===== src/rtl/fetch_sequencer_pkg.sv =====
// fetch_sequencer_pkg
//   Shared definitions for the fetch sequencer: the data width, the opcode map,
//   the FSM state encoding and the immediate-flag bit position.
package fetch_sequencer_pkg;

  localparam int DATA_W  = 8;
  localparam int IMM_BIT = 7;

  localparam logic [DATA_W-1:0] OP_NOP  = 8'h00;
  localparam logic [DATA_W-1:0] OP_HALT = 8'h01;
  localparam logic [DATA_W-1:0] OP_LIA  = 8'h80;
  localparam logic [DATA_W-1:0] OP_LIB  = 8'h81;
  localparam logic [DATA_W-1:0] OP_JMP  = 8'h82;
  localparam logic [DATA_W-1:0] OP_JZ   = 8'h83;
  localparam logic [DATA_W-1:0] OP_JC   = 8'h84;
  localparam logic [DATA_W-1:0] HALT_OP = OP_HALT;

  typedef enum logic [1:0] {
    ST_FETCH = 2'd0,
    ST_IMM   = 2'd1,
    ST_HALT  = 2'd2
  } state_e;

  // An opcode with the top bit set is followed by a one-byte immediate.
  function automatic logic has_immediate(input logic [DATA_W-1:0] op);
    return op[IMM_BIT];
  endfunction

endpackage


===== src/rtl/fetch_sequencer_if.sv =====
// fetch_sequencer_if
//   Bundles the sequencer's bus-side signals.
//   dbus/flagZ/flagC/runEnable : ROM byte, ALU flags and run gate into the sequencer
//   assertRom/doJumpBar        : count and active-low load controls for the pc
//   loadABar/loadBBar          : active-low register-load strobes
//   ir/halted                  : last opcode and halt indication
//   master = sequencer side, slave = surrounding datapath side.
interface fetch_sequencer_if
  import fetch_sequencer_pkg::*;
  ();

  logic [DATA_W-1:0] dbus;
  logic              flagZ;
  logic              flagC;
  logic              runEnable;
  logic              assertRom;
  logic              doJumpBar;
  logic              loadABar;
  logic              loadBBar;
  logic [DATA_W-1:0] ir;
  logic              halted;

  modport master (
    input  dbus, flagZ, flagC, runEnable,
    output assertRom, doJumpBar, loadABar, loadBBar, ir, halted
  );

  modport slave (
    output dbus, flagZ, flagC, runEnable,
    input  assertRom, doJumpBar, loadABar, loadBBar, ir, halted
  );

endinterface


===== src/rtl/fetch_decode.sv =====
// fetch_decode
//   Combinational decode of the latched opcode into active-high actions for the
//   immediate cycle.
//   i_ir       : latched opcode
//   i_flag_z   : ALU zero flag
//   i_flag_c   : ALU carry flag
//   o_load_a   : load register A from the immediate
//   o_load_b   : load register B from the immediate
//   o_jump     : load the pc from the immediate
module fetch_decode
  import fetch_sequencer_pkg::*;
  (
  input  logic [DATA_W-1:0] i_ir,
  input  logic              i_flag_z,
  input  logic              i_flag_c,
  output logic              o_load_a,
  output logic              o_load_b,
  output logic              o_jump
);

  // Opcode to action map; unknown immediates simply consume their byte.
  always_comb begin
    o_load_a = 1'b0;
    o_load_b = 1'b0;
    o_jump   = 1'b0;
    case (i_ir)
      OP_LIA:  o_load_a = 1'b1;
      OP_LIB:  o_load_b = 1'b1;
      OP_JMP:  o_jump   = 1'b1;
      OP_JZ:   o_jump   = i_flag_z;
      OP_JC:   o_jump   = i_flag_c;
      default: o_jump   = 1'b0;
    endcase
  end

endmodule


===== src/rtl/fetch_sequencer.sv =====
// fetch_sequencer
//   Fetch/immediate/halt FSM that drives the program counter and register-load
//   strobes from the ROM byte on dbus.
//   clk      : system clock, rising edge
//   resetBar : asynchronous active-low reset
//   bus      : fetch_sequencer_if master (dbus, flags, runEnable in;
//              assertRom, doJumpBar, loadABar, loadBBar, ir, halted out)
module fetch_sequencer
  import fetch_sequencer_pkg::*;
  (
  input  logic               clk,
  input  logic               resetBar,
  fetch_sequencer_if.master  bus
);

  state_e            r_state;
  state_e            w_state_next;
  logic [DATA_W-1:0] r_ir;
  logic              w_load_a;
  logic              w_load_b;
  logic              w_jump;
  logic              w_assert_rom;
  logic              w_jump_bar;
  logic              w_load_a_bar;
  logic              w_load_b_bar;
  logic              w_halted;

  fetch_decode u_decode (
    .i_ir     (r_ir),
    .i_flag_z (bus.flagZ),
    .i_flag_c (bus.flagC),
    .o_load_a (w_load_a),
    .o_load_b (w_load_b),
    .o_jump   (w_jump)
  );

  // State register.
  always_ff @(posedge clk or negedge resetBar) begin
    if (!resetBar) begin
      r_state <= ST_FETCH;
    end else begin
      r_state <= w_state_next;
    end
  end

  // Opcode register: captures the ROM byte on every enabled fetch cycle.
  always_ff @(posedge clk or negedge resetBar) begin
    if (!resetBar) begin
      r_ir <= 8'h00;
    end else if ((r_state == ST_FETCH) && bus.runEnable) begin
      r_ir <= bus.dbus;
    end else begin
      r_ir <= r_ir;
    end
  end

  // Next-state and strobe generation. Jumps are only ever issued in an enabled
  // IMM cycle, where assertRom is also high, so the pc never sees a load alone.
  always_comb begin
    w_state_next = r_state;
    w_assert_rom = 1'b0;
    w_jump_bar   = 1'b1;
    w_load_a_bar = 1'b1;
    w_load_b_bar = 1'b1;
    w_halted     = 1'b0;
    case (r_state)
      ST_FETCH: begin
        if (bus.runEnable) begin
          w_assert_rom = 1'b1;
          if (has_immediate(bus.dbus)) begin
            w_state_next = ST_IMM;
          end else if (bus.dbus == HALT_OP) begin
            w_state_next = ST_HALT;
          end else begin
            w_state_next = ST_FETCH;
          end
        end else begin
          w_state_next = ST_FETCH;
        end
      end
      ST_IMM: begin
        if (bus.runEnable) begin
          w_assert_rom = 1'b1;
          w_jump_bar   = ~w_jump;
          w_load_a_bar = ~w_load_a;
          w_load_b_bar = ~w_load_b;
          w_state_next = ST_FETCH;
        end else begin
          w_state_next = ST_IMM;
        end
      end
      ST_HALT: begin
        w_halted     = 1'b1;
        w_state_next = ST_HALT;
      end
      default: begin
        w_state_next = ST_FETCH;
      end
    endcase
    // Hold every output inactive for as long as reset is asserted.
    if (!resetBar) begin
      w_assert_rom = 1'b0;
      w_jump_bar   = 1'b1;
      w_load_a_bar = 1'b1;
      w_load_b_bar = 1'b1;
      w_halted     = 1'b0;
    end else begin
      w_halted     = w_halted;
    end
  end

  assign bus.assertRom = w_assert_rom;
  assign bus.doJumpBar = w_jump_bar;
  assign bus.loadABar  = w_load_a_bar;
  assign bus.loadBBar  = w_load_b_bar;
  assign bus.ir        = r_ir;
  assign bus.halted    = w_halted;

endmodule


===== src/flat_wrapper.sv =====
// flat-port wrapper written by rule: the top's interface ports become plain ports
module fetch_sequencer_flat import fetch_sequencer_pkg::*;
  (clk, resetBar, bus_dbus, bus_flagZ, bus_flagC, bus_runEnable, bus_assertRom, bus_doJumpBar, bus_loadABar, bus_loadBBar, bus_ir, bus_halted);
  fetch_sequencer_if bus_i ();
  input  logic clk;
  input  logic resetBar;
  input wire logic [$bits(bus_i.dbus)-1:0] bus_dbus;
  input wire logic [$bits(bus_i.flagZ)-1:0] bus_flagZ;
  input wire logic [$bits(bus_i.flagC)-1:0] bus_flagC;
  input wire logic [$bits(bus_i.runEnable)-1:0] bus_runEnable;
  output wire logic [$bits(bus_i.assertRom)-1:0] bus_assertRom;
  output wire logic [$bits(bus_i.doJumpBar)-1:0] bus_doJumpBar;
  output wire logic [$bits(bus_i.loadABar)-1:0] bus_loadABar;
  output wire logic [$bits(bus_i.loadBBar)-1:0] bus_loadBBar;
  output wire logic [$bits(bus_i.ir)-1:0] bus_ir;
  output wire logic [$bits(bus_i.halted)-1:0] bus_halted;
  assign bus_i.dbus = bus_dbus;
  assign bus_i.flagZ = bus_flagZ;
  assign bus_i.flagC = bus_flagC;
  assign bus_i.runEnable = bus_runEnable;
  assign bus_assertRom = bus_i.assertRom;
  assign bus_doJumpBar = bus_i.doJumpBar;
  assign bus_loadABar = bus_i.loadABar;
  assign bus_loadBBar = bus_i.loadBBar;
  assign bus_ir = bus_i.ir;
  assign bus_halted = bus_i.halted;
  fetch_sequencer u_core (.clk(clk), .resetBar(resetBar), .bus(bus_i));
endmodule

===== config.mk =====
export PLATFORM = sky130hd
export DESIGN_NAME = fetch_sequencer_flat
export DESIGN_NICKNAME = d
export VERILOG_FILES = /design/src/rtl/fetch_sequencer_pkg.sv /design/src/rtl/fetch_sequencer_if.sv /design/src/rtl/fetch_decode.sv /design/src/rtl/fetch_sequencer.sv /design/src/flat_wrapper.sv
export SDC_FILE = /design/constraint.sdc
export NUM_CORES = 1
export LEC_CHECK = 0
export BUFFER_PORTS_ARGS = -buffer_cell sky130_fd_sc_hd__buf_2
export CAP_MARGIN = 20
export CORE_AREA = 2 2 39 41
export CTS_CLUSTER_DIAMETER = 120
export DETAILED_ROUTE_END_ITERATION = 16
export DIE_AREA = 0 0 41 43
export PLACE_DENSITY_LB_ADDON = 0.05
export SLEW_MARGIN = 20
export SYNTH_ARGS = -nofsm -noshare
export SYNTH_HDL_FRONTEND = slang
export SYNTH_SLANG_ARGS = --single-unit

===== constraint.sdc =====
create_clock -name clk -period 3.8 [get_ports clk]
set_input_delay 0.76 -clock clk [delete_from_list [all_inputs] [get_ports clk]]
set_output_delay 0.76 -clock clk [all_outputs]
set_load 0.02 [all_outputs]

---- Word level (Yosys, flattened, before mapping) ----
Cells that the tools add are included.
word-level totals
  register bits after elaboration ......... 10
  input port bits ......................... 13
  output and inout bits ................... 13
  word-level logic and storage cells ...... 38
cells by class
  equal/unequal tests ..................... 8
  muxes and demuxes ....................... 22
  bitwise operators ....................... 3
  reduce and logical (&&, ||, !) cells .... 3
operator list
  operator                                                                number
  8-bit equality test (second input constant)                             5
  1-bit 2-to-1 mux                                                        17
  8-bit by 1-bit equality test with 1-bit output (second input constant)  1
  2-bit 2-to-1 mux                                                        3
  2-bit one-hot mux with 3 select lines                                   1
  1-bit NOT                                                               3
  1-bit one-hot mux with 3 select lines                                   1
  2-bit by 1-bit equality test with 1-bit output (second input constant)  1
  2-bit equality test (second input constant)                             1
  2-bit zero test                                                         1
  2-bit OR reduction                                                      1
  1-bit logical AND                                                       1

---- Depth between registers and ports, before layout ----
  depth after elaboration ................. 6
  gate-level depth with buffers ........... 3
  depth with buffers taken out ............ 3

---- Modules after synthesis ----
From an unflattened synthesis, not the netlist that was laid out.
unflattened totals
  cells, all modules ...................... 44
  area total of the unflattened synthesis .. 531.8 sq um
modules (own cells, without submodules)
  module           times used  cells an instance  area an instance (sq um)  seq. area each (sq um)
  fetch_sequencer  1           34                 457.9                     250.2
  fetch_decode     1           10                 73.8                      0.0

---- Worst setup path after synthesis ----
No wires, ideal clock.
  path kind ............................... input to output
  start point ............................. input bus_runEnable
  end point ............................... output bus_doJumpBar
  arrival time ............................ 1.475 ns
  required time ........................... 3.040 ns
  path slack .............................. 1.565 ns
  stages on the path ...................... 3
  buffers on the path ..................... 0
  cell sequence ........................... and3b_2 and4b_1 o21ai_0
between the ends
  word-level cells in the longest chain between the ends .. 3
RTL lines
  what              RTL line                source
  from (decl)       flat_wrapper.sv:10      input wire logic [$bits(bus_i.runEnable)-1:0] bus_runEnable;
  1-bit 2-to-1 mux  fetch_sequencer.sv:82   if (bus.runEnable) begin
  1-bit 2-to-1 mux  fetch_sequencer.sv:66   case (r_state)
  1-bit 2-to-1 mux  fetch_sequencer.sv:101  if (!resetBar) begin
  to (decl)         flat_wrapper.sv:12      output wire logic [$bits(bus_i.doJumpBar)-1:0] bus_doJumpBar;
Every way passes these cells.

---- Worst setup path after layout ----
  start point ............................. input resetBar
  end point ............................... output bus_doJumpBar
between the ends
  word-level cells in the longest chain between the ends .. 1
RTL lines
  what              RTL line                source
  from (decl)       flat_wrapper.sv:6       input logic resetBar;
  1-bit 2-to-1 mux  fetch_sequencer.sv:101
Every way passes these cells.

==> parameters.txt <==
Parameter                              Value

Clock network
  Number of setup buffers added after CTS ... 0
  Clock transition time at the flip-flop clock pins of the worst setup and hold paths ... roughly 0.070 ns
  Clock Tree Buf Depth ... 2
  Total number of clock tree sinks ... 10
  Resize count post-CTS ... 0
  H-tree level count ... 1
  Hold-fix buffers at CTS ... 0
  TritonCTS clock tree ... built
  Number of buffers added by the clock tree synthesis step ... 3
  Clock network latency to the later pin of the worst-skew pair ... 0.26 ns
  Clock root buffer master ... sky130_fd_sc_hd__clkbuf_4

Setup path
  Slowest stage cell on the critical path ... sky130_fd_sc_hd__buf_2
  CP Data Required Time ... 3.04 ns
  Crit path launch type ... input port
  Ordered cell list for the critical path ... buf_2, and3b_2, and4b_1, o21ai_0, buf_2
  Slowest Stage Delay on Critical Path ... roughly 0.24 ns
  Largest driver fanout on the critical path ... 12
  Worst Path Class, Setup ... input port to output pin
  Most used cell along the critical path ... sky130_fd_sc_hd__buf_2
  Kind of end point of the critical path ... output pin
  Crit path arrival time ... 1.71 ns

Detailed routing
  Vias per std cell ... 4.90
  Antenna-violating nets left ... 0
  DRT iter0 DRCs ... 5
  Via total after detailed routing ... ~400
  Final routed wire length divided by cell count ... around 13 um
  Router iterations before antenna repair ... 3
  Aggregate routed wire length ... ~1100 um
  Detailed-route DRC error count ... 0

Placed design
  Gp weighted congestion ... 0.648
  Placement Cell Area ... 633 um^2
  Port-buffer cells ... 25
  Worst Setup Slack post-DPL ... around 1.3 ns

GRT
  Initial antenna violation count ... 0
  Largest net degree at the start of global routing ... 13
  Global-route total usage across every layer ... 0.148
  First-pass GRT wire length ... 1750 um
  Residual overflow from global routing ... 0
  Number of global-route vias before repair ... 392

Yosys
  Seq cells post-synth ... 10
  Number of instances in the synthesized netlist ... 39
  Net count of the mapped netlist ... 52
  Syn Std Cell Area ... between 400 and 500 um^2
  Unique masters post-synth ... 16
  Average footprint of a synthesized cell ... 12.5 um^2
  Yosys warning total ... 0
  Post-synthesis sequential area ratio ... 0.513

Timing
  Max Transition Viols Final ... 0
  Sum Neg Setup Slack ... 0 ns
  Tightest hold margin ... 0.354 ns
  Fin Clk Skew ... slightly below 0.007 ns
  Unrepaired setup endpoints after global routing ... false
  Slew of the pin with the lowest slew margin ... 0.484 ns
  Final worst-path cycle share ... 0.649
  Max frequency ... 405 MHz
  Final number of hold-violating endpoints ... 0
  Worst relative slew slack ... 0.677
  Post-layout min period ... 2.47 ns
  Fin worst setup slack ... 1.33 ns
  Setup violations, final ... 0

Hold path
  Worst hold-check path type ... input port to async pin

Layout
  Number of nets in the layout ... 82
  Share of final-layout standard cells stronger than drive strength 1 ... 0.588
  Fill cells ... 127
  Finished Cell Area ... 669 um^2
  Number of diodes added for antenna fixing ... 0
  Growth of design area from synthesis to finish ... 37.2%

Floorplanning
  Die area ... 1760 um^2
  CORE AREA ... 1380 um^2
  Die width ... just over 40 um
  Std cell rows ... 14
  Die height ... 43 um
  Initial Utilization ... 0.353
  I/O pin cnt ... 26

Job
  Total of max-cap violations ... 0

Power
  Static leakage ... approximately 0.32 nW
  Total power divided by cell area ... around 460 nW/um^2
  Worst IR drop on VDD ... 260 uV

Outcome
  Outcome ... finished clean
layer usage:
metal  global-route usage  routed length, um  vias to the layer above
met5                    0                  0                        -
met3               0.0628                116                        2
met4               0.0400                  5                        0
met2                0.222                495                       19
li1                     -                  -                      204
met1                0.190                493                      187
worst max-delay path: cells and delay by family:
| kind | cells | cell delay [ns] |
|---|---|---|
| AOI/OAI and AO/OA | 1 | 0.09 |
| buffers and inverters | 2 | 0.40 |
| and+or+nand+nor | 2 | 0.47 |
cells by family (layout without fill, tap and decap cells):
logic type	after synthesis	count (layout)	synth area share
AOI/OAI and AO/OA	2	2	0.0282
DFF	10	10	0.513
muxes	9	9	0.208
buffers and inverters	0	29	0
and+or+nand+nor	18	18	0.251
cells in the mapped netlist:
| cell | count | area (um^2) |
|---|---|---|
| sky130_fd_sc_hd__nor3b_1 | 1 | 7.51 |
| sky130_fd_sc_hd__nand2_1 | 2 | 7.51 |
| sky130_fd_sc_hd__o21ai_0 | 1 | 5.00 |
| sky130_fd_sc_hd__and3b_1 | 1 | 8.76 |
| sky130_fd_sc_hd__dfrtp_1 | 10 | 250 |
| sky130_fd_sc_hd__nor4b_1 | 2 | 17.5 |
| sky130_fd_sc_hd__nand3b_1 | 1 | 7.51 |
| sky130_fd_sc_hd__mux2_2 | 9 | 101 |
| sky130_fd_sc_hd__and3b_2 | 1 | 10.0 |
| sky130_fd_sc_hd__nor3_1 | 1 | 5.00 |
| sky130_fd_sc_hd__nor3b_4 | 1 | 18.8 |
| sky130_fd_sc_hd__nor2b_1 | 1 | 6.26 |
| sky130_fd_sc_hd__nand3_1 | 1 | 5.00 |
| sky130_fd_sc_hd__and4b_1 | 1 | 10.0 |
| sky130_fd_sc_hd__a41oi_1 | 1 | 8.76 |
| sky130_fd_sc_hd__nor2_1 | 5 | 18.8 |
report_power, final:
group	total, mW	internal (mW)	switching [mW]
Combinational	0.0769	0.0360	0.0410
Clock	0.0941	0.0581	0.0361
Sequential	0.139	0.123	0.0166
Total	0.310	0.217	0.0936
area by class of cell:
type                       instances  area, um^2  area share
tap                               16        20.0      0.0299
timing repair buffer              25         125       0.187
multi-input combinational         29         238       0.355
sequential                        10         250       0.374
clock buffer                       4        36.3      0.0542
registers in the layout, indices dropped and copies added, names as in the netlist:
register and count:
u_core.bus.ir 8, u_core.r_state 2
placed cells by master, fill, tap and decap left out:
master / n
sky130_fd_sc_hd__nor3b_1: 1
sky130_fd_sc_hd__o21ai_0: 1
sky130_fd_sc_hd__clkbuf_4: 3
sky130_fd_sc_hd__nor4b_1: 2
sky130_fd_sc_hd__buf_2: 25
sky130_fd_sc_hd__a41oi_1: 1
sky130_fd_sc_hd__nand3b_1: 1
sky130_fd_sc_hd__nor3b_4: 1
sky130_fd_sc_hd__nand3_1: 1
sky130_fd_sc_hd__clkbuf_8: 1
sky130_fd_sc_hd__and4b_1: 1
sky130_fd_sc_hd__nor2b_1: 1
sky130_fd_sc_hd__mux2_2: 9
sky130_fd_sc_hd__and3b_1: 1
sky130_fd_sc_hd__dfrtp_1: 10
sky130_fd_sc_hd__nand2_1: 2
sky130_fd_sc_hd__nor2_1: 5
sky130_fd_sc_hd__and3b_2: 1
sky130_fd_sc_hd__nor3_1: 1
final timing paths:
| check | start | end | slack, ns | depth (start not counted) |
|---|---|---|---|---|
| max | resetBar | bus_doJumpBar | 1.33 | 5 |
| min | resetBar | u_core.bus.ir[0] | 0.35 | 1 |
| max reg2reg | u_core.r_state[1] | u_core.bus.ir[1] | 2.38 | 2 |
| min reg2reg | u_core.r_state[1] | u_core.r_state[0] | 0.55 | 1 |
| max in group asynchronous | resetBar | u_core.bus.ir[7] | 3.24 | 1 |
| min in group clk | u_core.r_state[1] | u_core.r_state[0] | 0.55 | 1 |
stage by stage:
step / cells / power [mW] / utilization
after CTS: 84 / 0.313 / 0.484
after global placement: 80 / 0.218 / 0.458
final: 84 / 0.310 / 0.484
after detailed placement: 80 / 0.219 / 0.458
after floorplan: 39 / 0.186 / -
after global routing: 84 / 0.331 / 0.484
Power figures use the tool's default switching activity.
